## src/rtl/rf_wb_scheduler.sv

```systemverilog
// Register-file write-port scheduler: pipeline write-back has priority, load returns queue in a FIFO.
// Optional macro RF_WB_STARVE_EN forces a one-cycle pipe stall when the FIFO head is denied too long.
module rf_wb_scheduler #(
    parameter int DEPTH        = 2,
    parameter int STARVE_LIMIT = 4
) (
    input  logic        clk,
    input  logic        rst,
    input  logic        pipe_valid,
    input  logic        pipe_regwrite,
    input  logic [4:0]  pipe_rd,
    input  logic [31:0] pipe_data,
    output logic        pipe_stall,
    input  logic        ld_valid,
    input  logic [4:0]  ld_rd,
    input  logic [31:0] ld_data,
    output logic        ld_ready,
    output logic        rf_we,
    output logic [4:0]  rf_rd,
    output logic [31:0] rf_wdata
);
    localparam int CW = $clog2(DEPTH + 1);
    localparam int PW = $clog2(DEPTH);
    localparam logic [CW-1:0] FULL_C = CW'(DEPTH);
    localparam logic [PW-1:0] LAST_C = PW'(DEPTH - 1);

    logic [CW-1:0] count_q, count_d;
    logic [PW-1:0] head_q, head_d, tail_q, tail_d;
    logic [DEPTH-1:0] kill_q, kill_d;
    logic [4:0]  ent_rd_q   [DEPTH];
    logic [31:0] ent_data_q [DEPTH];
    logic        rf_we_q, rf_we_d;
    logic [4:0]  rf_rd_q, rf_rd_d;
    logic [31:0] rf_wdata_q, rf_wdata_d;
    logic        full, nonempty, starve_hit, pipe_req, push, store, pop;

    assign full       = (count_q == FULL_C);
    assign nonempty   = (count_q != '0);
    assign pipe_stall = full | starve_hit;
    assign ld_ready   = !full;
    assign pipe_req   = pipe_valid && pipe_regwrite && (pipe_rd != 5'd0) && !pipe_stall;
    assign push       = ld_valid && ld_ready;
    assign store      = push && (ld_rd != 5'd0);
    assign pop        = !pipe_req && nonempty;

`ifdef RF_WB_STARVE_EN
    localparam int SW = $clog2(STARVE_LIMIT + 1);
    localparam logic [SW-1:0] LIMIT_C = SW'(STARVE_LIMIT);
    logic [SW-1:0] starve_q, starve_d;

    assign starve_hit = (starve_q == LIMIT_C);

    always_comb begin
        starve_d = starve_q;
        if (pop || !nonempty) starve_d = '0;
        else if (starve_q != LIMIT_C) starve_d = starve_q + 1'b1;
    end

    always_ff @(posedge clk) begin
        if (rst) starve_q <= '0;
        else     starve_q <= starve_d;
    end
`else
    assign starve_hit = 1'b0;
`endif

    always_comb begin
        count_d    = count_q;
        head_d     = head_q;
        tail_d     = tail_q;
        kill_d     = kill_q;
        rf_we_d    = 1'b0;
        rf_rd_d    = rf_rd_q;
        rf_wdata_d = rf_wdata_q;
        if (pipe_req) begin
            rf_we_d    = 1'b1;
            rf_rd_d    = pipe_rd;
            rf_wdata_d = pipe_data;
            // A younger pipe write to the same rd makes any buffered load result stale.
            for (int i = 0; i < DEPTH; i++) begin
                if (ent_rd_q[i] == pipe_rd) kill_d[i] = 1'b1;
            end
        end else if (pop) begin
            rf_we_d    = !kill_q[head_q];
            rf_rd_d    = ent_rd_q[head_q];
            rf_wdata_d = ent_data_q[head_q];
            head_d     = (head_q == LAST_C) ? '0 : head_q + 1'b1;
        end
        if (store) begin
            kill_d[tail_q] = pipe_req && (ld_rd == pipe_rd);
            tail_d         = (tail_q == LAST_C) ? '0 : tail_q + 1'b1;
        end
        case ({store, pop})
            2'b10:   count_d = count_q + 1'b1;
            2'b01:   count_d = count_q - 1'b1;
            default: count_d = count_q;
        endcase
    end

    always_ff @(posedge clk) begin
        if (rst) begin
            count_q    <= '0;
            head_q     <= '0;
            tail_q     <= '0;
            kill_q     <= '0;
            rf_we_q    <= 1'b0;
            rf_rd_q    <= 5'd0;
            rf_wdata_q <= 32'd0;
        end else begin
            count_q    <= count_d;
            head_q     <= head_d;
            tail_q     <= tail_d;
            kill_q     <= kill_d;
            rf_we_q    <= rf_we_d;
            rf_rd_q    <= rf_rd_d;
            rf_wdata_q <= rf_wdata_d;
        end
    end

    always_ff @(posedge clk) begin
        if (store) begin
            ent_rd_q[tail_q]   <= ld_rd;
            ent_data_q[tail_q] <= ld_data;
        end
    end

    assign rf_we    = rf_we_q;
    assign rf_rd    = rf_rd_q;
    assign rf_wdata = rf_wdata_q;
endmodule

```

## config.mk

```make
export PLATFORM = sky130hd
export DESIGN_NAME = rf_wb_scheduler
export DESIGN_NICKNAME = d
export VERILOG_FILES = /design/src/rtl/rf_wb_scheduler.sv
export SDC_FILE = /design/constraint.sdc
export NUM_CORES = 1
export LEC_CHECK = 0
export ABC_AREA = 1
export ABC_CLOCK_PERIOD_IN_PS = 6100
export BUFFER_PORTS_ARGS = -buffer_cell sky130_fd_sc_hd__buf_4
export CORE_MARGIN = 3
export CORE_UTILIZATION = 25
export DETAILED_ROUTE_END_ITERATION = 16
export GPL_ROUTABILITY_DRIVEN = 0
export PLACE_DENSITY = 0.41
export SLEW_MARGIN = 20
export SYNTH_ARGS = -nofsm -noshare
export SYNTH_HDL_FRONTEND = slang
export SYNTH_SLANG_ARGS = --single-unit
```

## constraint.sdc

```tcl
create_clock -name clk -period 6.1 [get_ports clk]
set_input_delay 1.22 -clock clk [delete_from_list [all_inputs] [get_ports clk]]
set_output_delay 1.22 -clock clk [all_outputs]
set_load 0.01 [all_outputs]
```

==> metrics.txt, run 1 <==
chip height=150 um; final hold viol count=0; HPWL after DPL=8840 um; Top Ports=119; max_cap viols=0; Setup Skew=approximately 9.3 ps; Layout area overhead=30.7%; Worst R2R Path Depth=7; drc violations=0; Clock Pin Slew Worst Setup and Hold Paths=50 ps; Synth top area share=43.1%; initial DRC count=144; Max Fclk=289 MHz; Peak VDD IR=0.000187 V; Startpoint Class=input pin; worst r2r src=count_q[0]$_SDFFE_PP0P_; post-synthesis cell type count=23; I/O Buffers=118; WP data arrival=3810 ps; slew at the pin with the worst max-slew slack=993 ps; Post-Synthesis Mean Instance Area=between 8 and 9 um^2; Initial Util=26.0%; Multi-input gate area=0.00161 mm^2; largest net degree at the start of global routing=75; Final Setup Violations=0; CTS max path bufs=2; leakage power total=3.04 nW; FF/Latch Area=approximately 0.0031 mm^2; post-CTS sizing=0; CTS buffer count=17; max_slew headroom=33.6%; Fin Setup TNS=0 ps; CP Capture Type=register; synthesized flop and latch total=119; final max-slew violation count=0; share of cells above drive strength 1=21.6%; Final Cycle Share=56.8%; clock insertion delay at the later pin of the skew report=410 ps; core area=between 0.015 and 0.02 mm^2; pwr dens=450 mW/mm^2; setup slack, reg-to-reg=between 3000 and 4000 ps; Layout Cells excl Fill=978; initial antenna violation count=0; hold worst-path end=tail_q$_SDFFE_PP0N_; Post-DRT Antenna Nets=0; final net count=780; vias per std cell=just over 4; area of the mapped netlist=0.00515 mm^2; syn nets=671; status=completed; total power=between 3 and 4 mW; DR pass1 iterations=4; WHS=482 ps; WHS Path Cells=2; Syn Inst Count=591; RSZ-0062 raised after global routing=false; critical-path maximum fanout=47; CTS root buf=clkbuf_16; post-DR wirelength/cell=13.4 um; hold buffer count at cts=0; Hold/Removal Path Class=register to register; gr usage total=between 10% and 20%; filler cell count in the final layout=2084; num rows=51; grt ovf=0; Synth area leaders=edfxtp_1 (43%), dfxtp_1 (17%), nand2_1 (13%), o21ai_0 (7.0%), nor2_1 (6.3%); sequential cell area fraction in the yosys report=60.6%; vias in the first global route=3916; first-pass GRT wire length=slightly above 20000 um; Post-Place Cells=946; leading area contributor after synthesis=edfxtp_1; die width=between 100 and 150 um; die area=0.0224 mm^2; final wirelength=between 10000 and 15000 um; Inserted Diodes=0; number of post-CTS setup repair buffers=0; Ys Warns=0; detailed-route via count=3968; hold_sp=tail_q$_SDFFE_PP0N_; H-Tree Depth=4; Setup Crit Path Kind=input pin to register; Tmin final=~3500 ps; clock sinks=between 100 and 150; worst r2r dst=rf_wdata[8]$_SDFFE_PP0P_; CP required=6440 ps; CTS tree=done
## registers in the layout, indices dropped and copies added, names as in the netlist, named ones only
name and count:
count_q 2, ent_data_q 64, ent_rd_q 10, head_q 1, kill_q 2, rf_rd 5
rf_wdata 32, rf_we 1, tail_q 1
## worst max path at each step
stage	end	slack (ps)	from
6_report	rf_wdata[8]$_SDFFE_PP0P_	2640	pipe_rd[0]
5_1_grt	rf_wdata[1]$_SDFFE_PP0P_	2250	pipe_rd[0]
4_1_cts	rf_wdata[8]$_SDFFE_PP0P_	2520	pipe_rd[0]
3_5_place_dp	rf_rd[3]$_SDFFE_PP0P_	2120	pipe_rd[0]
3_3_place_gp	rf_rd[3]$_SDFFE_PP0P_	2170	pipe_rd[0]
2_1_floorplan	ent_data_q[0][0]$_DFFE_PP_	3410	ld_valid
## cells in the mapped netlist
cell type  count
nor2_4         2
xor2_1         7
xnor2_1        1
buf_2          9
o21ai_1        2
edfxtp_1      74
o21ai_0       72
nand2_2        2
buf_4          1
inv_2          1
dfxtp_1       45
inv_6          1
o211ai_1       1
buf_1          2
ha_1           1
buf_6          5
nor2_1        86
a21oi_1        5
clkbuf_2       2
nand3_1       20
nand2_1      177
inv_1         66
clkbuf_1       9
## critical path, stage by stage
cell	delay, ps
buf_4	140
nor2_1	110
nand3_1	90
nand2_2	730
nand2_2	630
inv_2	650
nor2_1	110
nor2_1	110
## per-layer routing
metal  track usage [%]  part of all wire, %  vias to the layer above
met2              20.4                   50                       81
li1                  -                    -                     2094
met1              14.6                   44                     1785
met3              3.88                  5.5                        8
met4              3.84                 0.39                        0
met5                 0                    0                        -
## area by class of cell
type	instances	share of cell area [%]
clock buffers	18	6.37
well taps	265	4.92
repair buffers	118	13.2
clock inverters	14	1.36
inverters	68	3.87
multi-input cells	376	23.9
flip-flops and latches	119	46.4
## per-stage QoR
stage	setup slack, ps	util [%]	cell area (um^2)
6_report	2640	33.9	6730
5_1_grt	2250	33.9	6730
3_5_place_dp	2120	31.3	6210
3_3_place_gp	2170	31.3	6210
4_1_cts	2520	33.9	6730
2_1_floorplan	3410	-	5150
## cells in the final DEF (no fill, tap or decap), types with 17 or more instances in the layout
cell type,Yosys,final
o21ai_0,72,72
clkbuf_16,0,17
inv_1,66,63
nand3_1,20,20
dfxtp_1,45,44
edfxtp_1,74,74
nor2_1,86,86
nand2_1,177,177
buf_4,1,118
## logic make-up (layout without fill, tap and decap cells)
family / after synthesis / count (layout) / share of synthesized area (%)
buf+inv: 96 / 218 / 8.16
simple gates: 287 / 287 / 21.8
flops: 119 / 119 / 60.6
fa+ha+maj: 1 / 1 / 0.243
compound gates: 80 / 80 / 7.82
xor+xnor: 8 / 8 / 1.36
## report_power, final
part / total (mW) / leakage, nW / internal [mW] / switching, mW
Sequential: 1.23 / 1.06 / 1.08 / 0.155
Clock: 0.879 / 0.260 / 0.545 / 0.334
Combinational: 0.917 / 1.72 / 0.374 / 0.543
No activity file was read; power rests on OpenSTA's default activity.
==> run 2: changes to the inputs <==
Settings changed: ABC_CLOCK_PERIOD_IN_PS 6100 to 3000, PLACE_DENSITY 0.41 to 0.43.
Clock period 6.1 ns to 3 ns, I/O delays scaled along.
==> metrics.txt, run 2 (synthesis gave the netlist of run 1 again) <==
slew at the pin with the worst max-slew slack=988 ps (-4.70 ps); max reg flops=64 (unchanged); vias per std cell=4.02 (-0.86%); HPWL after DPL=9180 um (+3.8%); worst r2r dst=count_q[1]$_SDFFE_PP0P_; gr usage total=12.4% (+0.35 points); Inserted Diodes=0 (unchanged); RSZ-0062 raised after global routing=false; Top Ports=119 (unchanged); CP max-delay cell=nor2_1; filler cell count in the final layout=2065 (-0.91%); Post-DP Area=0.00629 mm^2 (+1.3%); CP Cell Sequence=nor2_1 -> inv_1 -> nand2_1 -> inv_1 -> ha_1 -> a21oi_1 -> o21ai_0 -> o21ai_0 -> a21oi_1; clock insertion delay at the later pin of the skew report=410 ps (about the same); final net count=788 (+1.0%); final core occ=34.9% (+0.99 points); I/O Buffers=118 (unchanged); CTS buffer count=17 (unchanged); final wirelength=13200 um (+0.47%); Peak VDD IR=0.000482 V (+160%); CP Capture Type=register; first-pass GRT wire length=21000 um (+1.7%); Hold/Removal Path Class=input pin to register; most common cell after layout, fill and taps aside=nand2_1; Layout area overhead=34.5%; Final Cycle Share=69.6%; WP data arrival=2390 ps (-1420 ps); die area=0.0224 mm^2 (unchanged); vias in the first global route=4125 (+5.3%); FF/Latch Area=0.00312 mm^2 (about the same); Setup Skew=5.96 ps (-3.35 ps); Reg with most FFs=ent_data_q; hold buffer count at cts=0 (unchanged); max_slew headroom=34.1% (+0.55 points); chip height=150 um (unchanged); pwr dens=953 mW/mm^2 (+110%); Initial Util=26.0% (unchanged); post-DR wirelength/cell=13.4 um (-0.34%); share of cells above drive strength 1=22.9% (+1.3 points); number of post-CTS setup repair buffers=0 (unchanged); Final Setup Violations=0 (unchanged); Post-DRT Antenna Nets=0 (unchanged); family with the most delay on the worst path=simple AND/OR/NAND/NOR gates; CP max stage delay=400 ps (-330 ps); setup slack, reg-to-reg=910 ps (-2280 ps); final max-slew violation count=0 (unchanged); grt ovf=0 (unchanged); Multi-input gate area=0.00161 mm^2 (unchanged); CP required=3300 ps (-3140 ps); Startpoint Class=register; die width=150 um (unchanged); Clock Pin Slew Worst Setup and Hold Paths=60 ps (about the same); Buffers & Inverters on Critical Path=2 (unchanged); most frequent cells in the layout=nand2_1 (177), buf_4 (124), nor2_1 (86); CTS max path bufs=2 (unchanged); Fin Setup TNS=0 ps (unchanged); final hold viol count=0 (unchanged); post-CTS sizing=0 (unchanged); Worst R2R Path Depth=9 (+2); critical-path maximum fanout=6 (-87%); H-Tree Depth=4 (unchanged); max_cap viols=0 (unchanged); critical path startpoint=count_q[0]$_SDFFE_PP0P_; largest net degree at the start of global routing=58 (-23%); DR pass1 iterations=4 (unchanged); num rows=51 (unchanged); Max Fclk=479 MHz; initial DRC count=198 (+38%); Tmin final=2090 ps; status=completed; drc violations=0 (unchanged); Worst setup endpoint=count_q[1]$_SDFFE_PP0P_; core area=0.0198 mm^2 (unchanged); CTS tree=done; total power=6.60 mW (+120%); clock sinks=119 (unchanged); leakage power total=3.15 nW (+3.4%); detailed-route via count=3966 (-0.050%); CTS root buf=clkbuf_16; Setup Crit Path Kind=register to register; final non-filler cell area=0.00693 mm^2 (+2.9%); WP depth=9 (+1); worst r2r src=count_q[0]$_SDFFE_PP0P_; initial antenna violation count=0 (unchanged)
## run 2: cell count changes in the layout (fill, tap and decap cells not counted), sizes merged
cell      before  now
bufinv         1    5
clkinvlp       1    0
buf          118  126
clkbuf        18   17
clkinv        12   10
## run 2: layout make-up
cell class                      count  share of cell area (%)
Timing Repair Buffer              126                    14.0
Tap cell                          265                    4.79
Clock buffer                       17                    6.14
Sequential cell                   119                    45.1
Multi-Input combinational cell    376                    23.2
Inverter                           68                    3.76
Clock inverter                     15                    3.02
## run 2: how the worst min path moves through the flow
| stage | startpoint | endpoint | slack, ps | cells after the start |
|---|---|---|---|---|
| floorplan | tail_q$_SDFFE_PP0N_ | tail_q$_SDFFE_PP0N_ | 450 | 2 |
| global placement | tail_q$_SDFFE_PP0N_ | tail_q$_SDFFE_PP0N_ | 460 | 2 |
| detailed placement | tail_q$_SDFFE_PP0N_ | tail_q$_SDFFE_PP0N_ | 470 | 2 |
| CTS | ld_data[23] | ent_data_q[0][23]$_DFFE_PP_ | 350 | 1 |
| global route | ld_data[23] | ent_data_q[0][23]$_DFFE_PP_ | 340 | 1 |
| finish | ld_data[22] | ent_data_q[0][22]$_DFFE_PP_ | 370 | 1 |
## run 2: metal layers
layer	global-route usage, %	part of all wire (%)	up-vias
met3	3.33	4.0	9
met5	0	0	-
met4	5.03	0.93	0
li1	-	-	2102
met2	21.0	50	87
met1	15.0	45	1768
## run 2: report_power, final
group | total (mW) | internal, mW | switching (mW)
logic | 1.95 | 0.815 | 1.14
clock network | 2.18 | 1.46 | 0.719
registers | 2.47 | 2.18 | 0.283
total | 6.60 | 4.46 | 2.14
## run 2: metrics by stage
step | hold slack [ps] | cells | worst slack (ps)
6_report | 370 | 986 | 911
5_1_grt | 341 | 986 | 642
4_1_cts | 347 | 986 | 900
3_5_place_dp | 473 | 954 | 767
3_3_place_gp | 462 | 954 | 807
2_1_floorplan | 446 | 591 | 934
